**config.mk**
```make
export PLATFORM = sky130hd
export DESIGN_NAME = hazard_unit_flat
export DESIGN_NICKNAME = d
export VERILOG_FILES = /design/src/rtl/hazard_unit_if.sv /design/src/rtl/hazard_unit.sv /design/src/flat_wrapper.sv
export SDC_FILE = /design/constraint.sdc
export NUM_CORES = 1
export LEC_CHECK = 0
export ABC_AREA = 1
export BUFFER_PORTS_ARGS = -buffer_cell sky130_fd_sc_hd__buf_4
export CAP_MARGIN = 20
export CORE_ASPECT_RATIO = 1.5
export CORE_MARGIN = 3
export CORE_UTILIZATION = 50
export DETAILED_ROUTE_END_ITERATION = 8
export PLACE_DENSITY = 0.8
export SETUP_SLACK_MARGIN = 0.1
export SYNTH_ARGS = -nofsm -noshare
export SYNTH_HDL_FRONTEND = slang
export SYNTH_SLANG_ARGS = --single-unit
```
**constraint.sdc**
```tcl
create_clock -name clk -period 2.15 [get_ports clk]
set_input_delay 0.43 -clock clk [delete_from_list [all_inputs] [get_ports clk]]
set_output_delay 0.43 -clock clk [all_outputs]
set_load 0.005 [all_outputs]
```
**src/rtl/hazard_unit_if.sv**
```systemverilog
// Bundle between the ID-stage decode/branch logic and the hazard unit.
// The pipeline side is the master; the hazard unit is the slave.
interface hazard_unit_if #(
    parameter int CNT_WIDTH = 16
);
    // There is no valid/ready pair. The inputs are sampled every cycle.
    // stall_o and stall_cause_o are valid in the same cycle as those inputs.
    // stall_cnt_o and state reflect the registered values.
    logic [4:0]           rs1_id_i;
    logic [4:0]           rs2_id_i;
    logic                 rs1_in_use_i;
    logic                 rs2_in_use_i;
    logic [1:0]           branch_id_i;
    logic [4:0]           rd_ex_i;
    logic                 rd_we_ex_i;
    logic                 mem_to_reg_ex_i;
    logic [4:0]           rd_mem_i;
    logic                 mem_to_reg_mem_i;
    logic                 stall_o;
    logic                 pc_en_o;
    logic                 if_id_en_o;
    logic                 id_ex_bubble_o;
    logic [1:0]           stall_cause_o;
    logic [CNT_WIDTH-1:0] stall_cnt_o;
    logic [1:0]           state;

    modport master (
        output rs1_id_i, rs2_id_i, rs1_in_use_i, rs2_in_use_i, branch_id_i,
        output rd_ex_i, rd_we_ex_i, mem_to_reg_ex_i, rd_mem_i, mem_to_reg_mem_i,
        input  stall_o, pc_en_o, if_id_en_o, id_ex_bubble_o, stall_cause_o,
        input  stall_cnt_o, state
    );

    modport slave (
        input  rs1_id_i, rs2_id_i, rs1_in_use_i, rs2_in_use_i, branch_id_i,
        input  rd_ex_i, rd_we_ex_i, mem_to_reg_ex_i, rd_mem_i, mem_to_reg_mem_i,
        output stall_o, pc_en_o, if_id_en_o, id_ex_bubble_o, stall_cause_o,
        output stall_cnt_o, state
    );
endinterface

```
**src/rtl/hazard_unit.sv**
```systemverilog
// Detects RAW hazards between the ID stage and the EX/MEM stages.
// Generates the stall that freezes PC and IF/ID and bubbles ID/EX.
module hazard_unit #(
    parameter int CNT_WIDTH = 16
) (
    input logic          clk,
    input logic          reset,
    hazard_unit_if.slave bus
);

    typedef enum logic [1:0] {
        IDLE    = 2'b00,
        LB_HOLD = 2'b01,
        RELEASE = 2'b10
    } state_t;

    localparam logic [1:0] CAUSE_NONE = 2'b00;
    localparam logic [1:0] CAUSE_LU   = 2'b01;
    localparam logic [1:0] CAUSE_BA   = 2'b10;
    localparam logic [1:0] CAUSE_LB   = 2'b11;

    state_t               state_q;
    state_t               state_d;
    logic                 stall;
    logic [1:0]           cause;
    logic [CNT_WIDTH-1:0] cnt_q;

    logic ex_match;
    logic mem_match;
    logic valid_branch;
    logic h_lb;
    logic h_ba;
    logic h_bm;
    logic h_lu;

    // x0 is hardwired to zero, so it never carries a dependency.
    assign ex_match =
        (bus.rs1_in_use_i && (bus.rs1_id_i != 5'd0) && (bus.rs1_id_i == bus.rd_ex_i)) ||
        (bus.rs2_in_use_i && (bus.rs2_id_i != 5'd0) && (bus.rs2_id_i == bus.rd_ex_i));
    assign mem_match =
        (bus.rs1_in_use_i && (bus.rs1_id_i != 5'd0) && (bus.rs1_id_i == bus.rd_mem_i)) ||
        (bus.rs2_in_use_i && (bus.rs2_id_i != 5'd0) && (bus.rs2_id_i == bus.rd_mem_i));

    assign valid_branch = (bus.branch_id_i == 2'b01) || (bus.branch_id_i == 2'b10);

    assign h_lb = valid_branch && bus.mem_to_reg_ex_i && ex_match;
    assign h_ba = valid_branch && bus.rd_we_ex_i && !bus.mem_to_reg_ex_i && ex_match;
    assign h_bm = valid_branch && bus.mem_to_reg_mem_i && mem_match;
    assign h_lu = !valid_branch && bus.mem_to_reg_ex_i && ex_match;

    always_ff @(posedge clk) begin
        if (!reset) begin
            state_q <= IDLE;
        end else begin
            state_q <= state_d;
        end
    end

    // Stall and cause depend on the inputs in IDLE and only on the state elsewhere.
    always_comb begin
        state_d = state_q;
        stall   = 1'b0;
        cause   = CAUSE_NONE;
        case (state_q)
            IDLE: begin
                if (h_lb) begin
                    stall   = 1'b1;
                    cause   = CAUSE_LB;
                    state_d = LB_HOLD;
                end else if (h_ba) begin
                    stall   = 1'b1;
                    cause   = CAUSE_BA;
                    state_d = RELEASE;
                end else if (h_bm) begin
                    stall   = 1'b1;
                    cause   = CAUSE_LB;
                    state_d = RELEASE;
                end else if (h_lu) begin
                    stall   = 1'b1;
                    cause   = CAUSE_LU;
                    state_d = RELEASE;
                end
            end
            LB_HOLD: begin
                stall   = 1'b1;
                cause   = CAUSE_LB;
                state_d = RELEASE;
            end
            RELEASE: begin
                state_d = IDLE;
            end
            default: begin
                state_d = IDLE;
            end
        endcase
        if (!reset) begin
            stall = 1'b0;
            cause = CAUSE_NONE;
        end
    end

    // Saturates at all-ones instead of wrapping, so long runs never read as few stalls.
    always_ff @(posedge clk) begin
        if (!reset) begin
            cnt_q <= '0;
        end else if (stall && (cnt_q != {CNT_WIDTH{1'b1}})) begin
            cnt_q <= cnt_q + 1'b1;
        end
    end

    assign bus.stall_o        = stall;
    assign bus.pc_en_o        = !stall;
    assign bus.if_id_en_o     = !stall;
    assign bus.id_ex_bubble_o = stall;
    assign bus.stall_cause_o  = cause;
    assign bus.stall_cnt_o    = cnt_q;
    assign bus.state          = state_q;

endmodule

```
**src/flat_wrapper.sv**
```systemverilog
// flat-port wrapper written by rule: the top's interface ports become plain ports
module hazard_unit_flat 
#(
    parameter int CNT_WIDTH = 16
)
  (clk, reset, bus_rs1_id_i, bus_rs2_id_i, bus_rs1_in_use_i, bus_rs2_in_use_i, bus_branch_id_i, bus_rd_ex_i, bus_rd_we_ex_i, bus_mem_to_reg_ex_i, bus_rd_mem_i, bus_mem_to_reg_mem_i, bus_stall_o, bus_pc_en_o, bus_if_id_en_o, bus_id_ex_bubble_o, bus_stall_cause_o, bus_stall_cnt_o, bus_state);
  hazard_unit_if #(.CNT_WIDTH(CNT_WIDTH)) bus_i ();
  input logic clk;
  input logic reset;
  input wire logic [$bits(bus_i.rs1_id_i)-1:0] bus_rs1_id_i;
  input wire logic [$bits(bus_i.rs2_id_i)-1:0] bus_rs2_id_i;
  input wire logic [$bits(bus_i.rs1_in_use_i)-1:0] bus_rs1_in_use_i;
  input wire logic [$bits(bus_i.rs2_in_use_i)-1:0] bus_rs2_in_use_i;
  input wire logic [$bits(bus_i.branch_id_i)-1:0] bus_branch_id_i;
  input wire logic [$bits(bus_i.rd_ex_i)-1:0] bus_rd_ex_i;
  input wire logic [$bits(bus_i.rd_we_ex_i)-1:0] bus_rd_we_ex_i;
  input wire logic [$bits(bus_i.mem_to_reg_ex_i)-1:0] bus_mem_to_reg_ex_i;
  input wire logic [$bits(bus_i.rd_mem_i)-1:0] bus_rd_mem_i;
  input wire logic [$bits(bus_i.mem_to_reg_mem_i)-1:0] bus_mem_to_reg_mem_i;
  output wire logic [$bits(bus_i.stall_o)-1:0] bus_stall_o;
  output wire logic [$bits(bus_i.pc_en_o)-1:0] bus_pc_en_o;
  output wire logic [$bits(bus_i.if_id_en_o)-1:0] bus_if_id_en_o;
  output wire logic [$bits(bus_i.id_ex_bubble_o)-1:0] bus_id_ex_bubble_o;
  output wire logic [$bits(bus_i.stall_cause_o)-1:0] bus_stall_cause_o;
  output wire logic [$bits(bus_i.stall_cnt_o)-1:0] bus_stall_cnt_o;
  output wire logic [$bits(bus_i.state)-1:0] bus_state;
  assign bus_i.rs1_id_i = bus_rs1_id_i;
  assign bus_i.rs2_id_i = bus_rs2_id_i;
  assign bus_i.rs1_in_use_i = bus_rs1_in_use_i;
  assign bus_i.rs2_in_use_i = bus_rs2_in_use_i;
  assign bus_i.branch_id_i = bus_branch_id_i;
  assign bus_i.rd_ex_i = bus_rd_ex_i;
  assign bus_i.rd_we_ex_i = bus_rd_we_ex_i;
  assign bus_i.mem_to_reg_ex_i = bus_mem_to_reg_ex_i;
  assign bus_i.rd_mem_i = bus_rd_mem_i;
  assign bus_i.mem_to_reg_mem_i = bus_mem_to_reg_mem_i;
  assign bus_stall_o = bus_i.stall_o;
  assign bus_pc_en_o = bus_i.pc_en_o;
  assign bus_if_id_en_o = bus_i.if_id_en_o;
  assign bus_id_ex_bubble_o = bus_i.id_ex_bubble_o;
  assign bus_stall_cause_o = bus_i.stall_cause_o;
  assign bus_stall_cnt_o = bus_i.stall_cnt_o;
  assign bus_state = bus_i.state;
  hazard_unit #(.CNT_WIDTH(CNT_WIDTH)) u_core (.clk(clk), .reset(reset), .bus(bus_i));
endmodule
```
==> impl_summary.log <==
INFO  metric sequentialPowerShare = 0.418
INFO  metric total_leakage_power = a little under 0.001 uW
INFO  metric final.period_utilization = 0.944
INFO  metric synth_top_area_frac = 0.237
INFO  metric drt_drc_violations_left = 0
INFO  metric core_area = roughly 2800 um^2
INFO  metric yosys.area.top_type = dfxtp_1
INFO  metric fmax = ~0.49 GHz
INFO  metric grt_util_met3 = 0.0467
INFO  metric syn2layout_area_growth = 39.5%
INFO  metric routed_via_density = 5.25
INFO  metric holdCritStartpoint = reset
INFO  metric place.gp.congestion = slightly above 0.9
INFO  metric drt_iter0_drc = 27
INFO  metric ant_nets = 0
INFO  metric drt_first_pass_iters = 4
INFO  metric wire_length_of_the_first_global_routing_pass = between 5000 and 6000 um
INFO  metric share_clk_of_total_power = 0.355
INFO  metric synth_enable_flop_cells = 0
INFO  metric fraction_of_registers_with_async_set_or_reset_after_synthesis = 0
INFO  metric ctsRootBufferMaster = clkbuf_8
INFO  metric layout-drive-gt1-share = 0.415
INFO  metric critPathArrivalTime = roughly 1.6 ns
INFO  metric holdPathEnd = u_core.bus.stall_cnt_o[1]$_SDFFE_PN0P_
INFO  metric setup_tns = 0 ns
INFO  metric synth.cell_area = 1520 um^2
INFO  metric clk_transition_reported_paths = roughly 0.080 ns
INFO  metric finalPower = about 800 uW
INFO  metric synth_cell_type_count = 29
INFO  metric route.vias.total = about 1,600
INFO  metric grt_util_met1 = 0.200
INFO  metric report.final.setup_viol = 0
INFO  metric depth_of_the_worst_hold_timing_path = 3
INFO  metric rsz_0062_raised_after_global_routing = yes
INFO  metric p_int = about 600 uW
INFO  metric ys.warnings.count = 0
INFO  metric maxSlewViolCount = 0
INFO  metric grt-ovfl-total = 0
INFO  metric placedInstanceArea = between 1500 and 2000 um^2
INFO  metric grt_antenna_before_repair = 0
INFO  metric cts_inserted_buffers = 3
INFO  metric grt_busiest_layer = met2
INFO  metric globalRouteTotalUtil = 0.204
INFO  metric syn_inst = ~220
INFO  metric crit-reg2reg-launch = u_core.bus.stall_cnt_o[1]$_SDFFE_PN0P_
INFO  metric cts_num_sinks = 18
INFO  metric hpwlAfterDp = slightly below 3000 um
INFO  metric netlist_top_cells_area = dfxtp_1 24%, nand2_1 12%, xor2_1 10%
INFO  metric die_h = 73.6 um
INFO  metric initial_core_util = 0.545
INFO  metric r2r_slack = approximately 0.32 ns
INFO  metric holdCritPathClass = in -> reg
INFO  metric setup.worst_path.class = in -> out
INFO  metric clockBufferDepth = 2
INFO  metric fin_worst_skew = 0.00416 ns
INFO  metric die_area = about 3800 um^2
INFO  metric die-width = a little over 50 um
INFO  metric vias_in_the_first_global_route = roughly 1,500
INFO  metric dominantRegCellSynth = dfxtp_1
INFO  metric pwr_density_cell = approximately 380 nW/um^2
INFO  metric timing.final.crit_period = approximately 2.0 ns
INFO  metric crit_end_category = output port
INFO  metric slew-limit-headroom = 0.774
INFO  metric outcome = complete, no violations
INFO  metric postLayoutCellArea = around 2100 um^2
INFO  metric ctsHoldBuffers = 0
INFO  metric syn_nets = between 200 and 250
INFO  metric ir_drop = 324 uV
INFO  metric crit_path_max_fanout = 3
INFO  metric netSwitchingFraction = 0.266
INFO  metric critPathRequiredTime = ~1.7 ns
INFO  metric number_of_antenna_diodes = 0
INFO  metric placement.io_buffers = 52
INFO  metric r2r-end = u_core.bus.stall_cnt_o[1]$_SDFFE_PN0P_
INFO  metric insertion_delay = around 0.25 ns
INFO  metric ys_ff_latch = 18
INFO  metric routed_wire_length_per_instance = around 13 um
INFO  metric tritoncts = built
INFO  metric timing.hold.ws = 0.414 ns
INFO  metric io_pins = between 50 and 60
INFO  metric cp-start-kind = primary input
INFO  metric net-switching-power = roughly 210 uW
INFO  metric core.rowCount = 23
INFO  metric synthesized_area_per_cell = about 7.0 um^2
INFO  metric worst_max_slew_pin_slew = between 0.3 and 0.4 ns
INFO  metric routed_wl = between 3000 and 4000 um
INFO  metric max_cap_violations = 0
INFO  metric globalRouteMet2Util = 0.396
INFO  metric grt_start_max_net_pins = 18
INFO  metric p_comb_frac = 0.227
INFO  metric number_of_h_tree_branching_levels = 1
INFO  metric synth_seq_area_share = 0.237
INFO  metric design.final.nets = between 300 and 400
INFO  metric reg2reg_depth = 9
INFO  metric final_hold_violation_count = 0
layout by cell type (no fill, tap or decap):
master	instances
nor2_2	6
nand4_1	16
a31oi_1	3
ha_1	1
nor2_4	2
a21boi_2	1
nand3b_4	1
nand2_1	43
buf_6	8
inv_1	14
xor2_1	18
xnor2_2	5
clkbuf_8	4
nand2_4	2
inv_2	8
nand3b_1	2
xnor2_1	9
a21oi_2	9
nor2_1	20
nand3_4	1
dfxtp_1	18
nand3_2	2
a21oi_1	5
nand3_1	6
nor4_1	1
nand2_2	13
nor3_1	3
nor3b_4	1
buf_4	49
buf_8	1
power groups by stage:
| stage | Clock, uW | Combinational [uW] | Sequential (uW) |
|---|---|---|---|
| final | 285 | 182 | 336 |
| after global routing | 296 | 198 | 336 |
| after CTS | 285 | 156 | 336 |
| after detailed placement | 0 | 152 | 344 |
| after global placement | 0 | 150 | 344 |
| after floorplan | 0 | 77.7 | 344 |
synthesized netlist by cell type (5+ instances only):
master	n
xnor2_1	14
inv_2	5
a21oi_1	5
dfxtp_1	18
nand2_2	9
nor2_1	25
nand4_1	16
xor2_1	18
nand2_1	48
inv_1	17
a21oi_2	9
nand3_1	7
state kept, by name, indices dropped and copies added, names as in the netlist:
name                    count
u_core.bus.state            2
u_core.bus.stall_cnt_o     16
routing by layer:
metal / vias up / routed length [um]
met5: - / 0
met4: 0 / 91
met3: 8 / 253
met2: 50 / 2290
met1: 754 / 1330
li1: 811 / -
final cells by class:
type                    count  area, um^2
multi-input cells         170        1110
fillers                   220         667
repair buffers             58         473
flip-flops and latches     18         360
inverters                  22        82.6
clock buffers               4        55.1
well taps                  37        46.3
cell families after synthesis:
logic type	after synthesis	share of synthesized area
XOR/XNOR	32	0.184
AND/OR/NAND/NOR	119	0.393
adder cells (fa/ha/maj)	1	0.00822
buffers and inverters	29	0.0928
AO/OA/AOI/OAI	18	0.0855
flip-flops	18	0.237
worst max-delay path: stages:
cell      delay [ns]
buf_6           0.11
xnor2_2         0.14
nand2_1         0.08
nor2_2          0.11
nand3_2         0.10
a21boi_2        0.20
nand2_1         0.07
nand2_1         0.06
nand2_1         0.04
a31oi_1         0.12
buf_4           0.13
stage by stage:
| stage | setup slack [ns] | utilization | cells |
|---|---|---|---|
| floorplan | 0.272 | - | 217 |
| global route | -0.0123 | 0.761 | 309 |
| detailed placement | 0.0192 | 0.694 | 304 |
| CTS | 0.100 | 0.722 | 308 |
| global placement | 0.0414 | 0.694 | 304 |
| finish | 0.121 | 0.761 | 309 |
how the worst max path moves through the flow:
| stage | start | endpoint | slack [ns] | cells after the start |
|---|---|---|---|---|
| final | bus_rd_ex_i[1] | bus_stall_cause_o[0] | 0.12 | 11 |
| after global routing | bus_rd_ex_i[1] | bus_stall_cause_o[0] | -0.01 | 11 |
| after CTS | bus_rs1_id_i[0] | bus_stall_o | 0.10 | 14 |
| after detailed placement | bus_rs2_id_i[1] | bus_stall_o | 0.02 | 14 |
| after global placement | bus_rs1_id_i[0] | bus_id_ex_bubble_o | 0.04 | 14 |
| after floorplan | bus_rd_ex_i[1] | bus_stall_o | 0.27 | 12 |
what timing repair did:
item | 4_1_cts | 5_1_grt
endpoints found under the setup margin | 6 | 8
resized for setup | 6 | 27
setup buffers | 0 | 1
pin swaps | 1 | 10
Power figures use the tool's default switching activity.
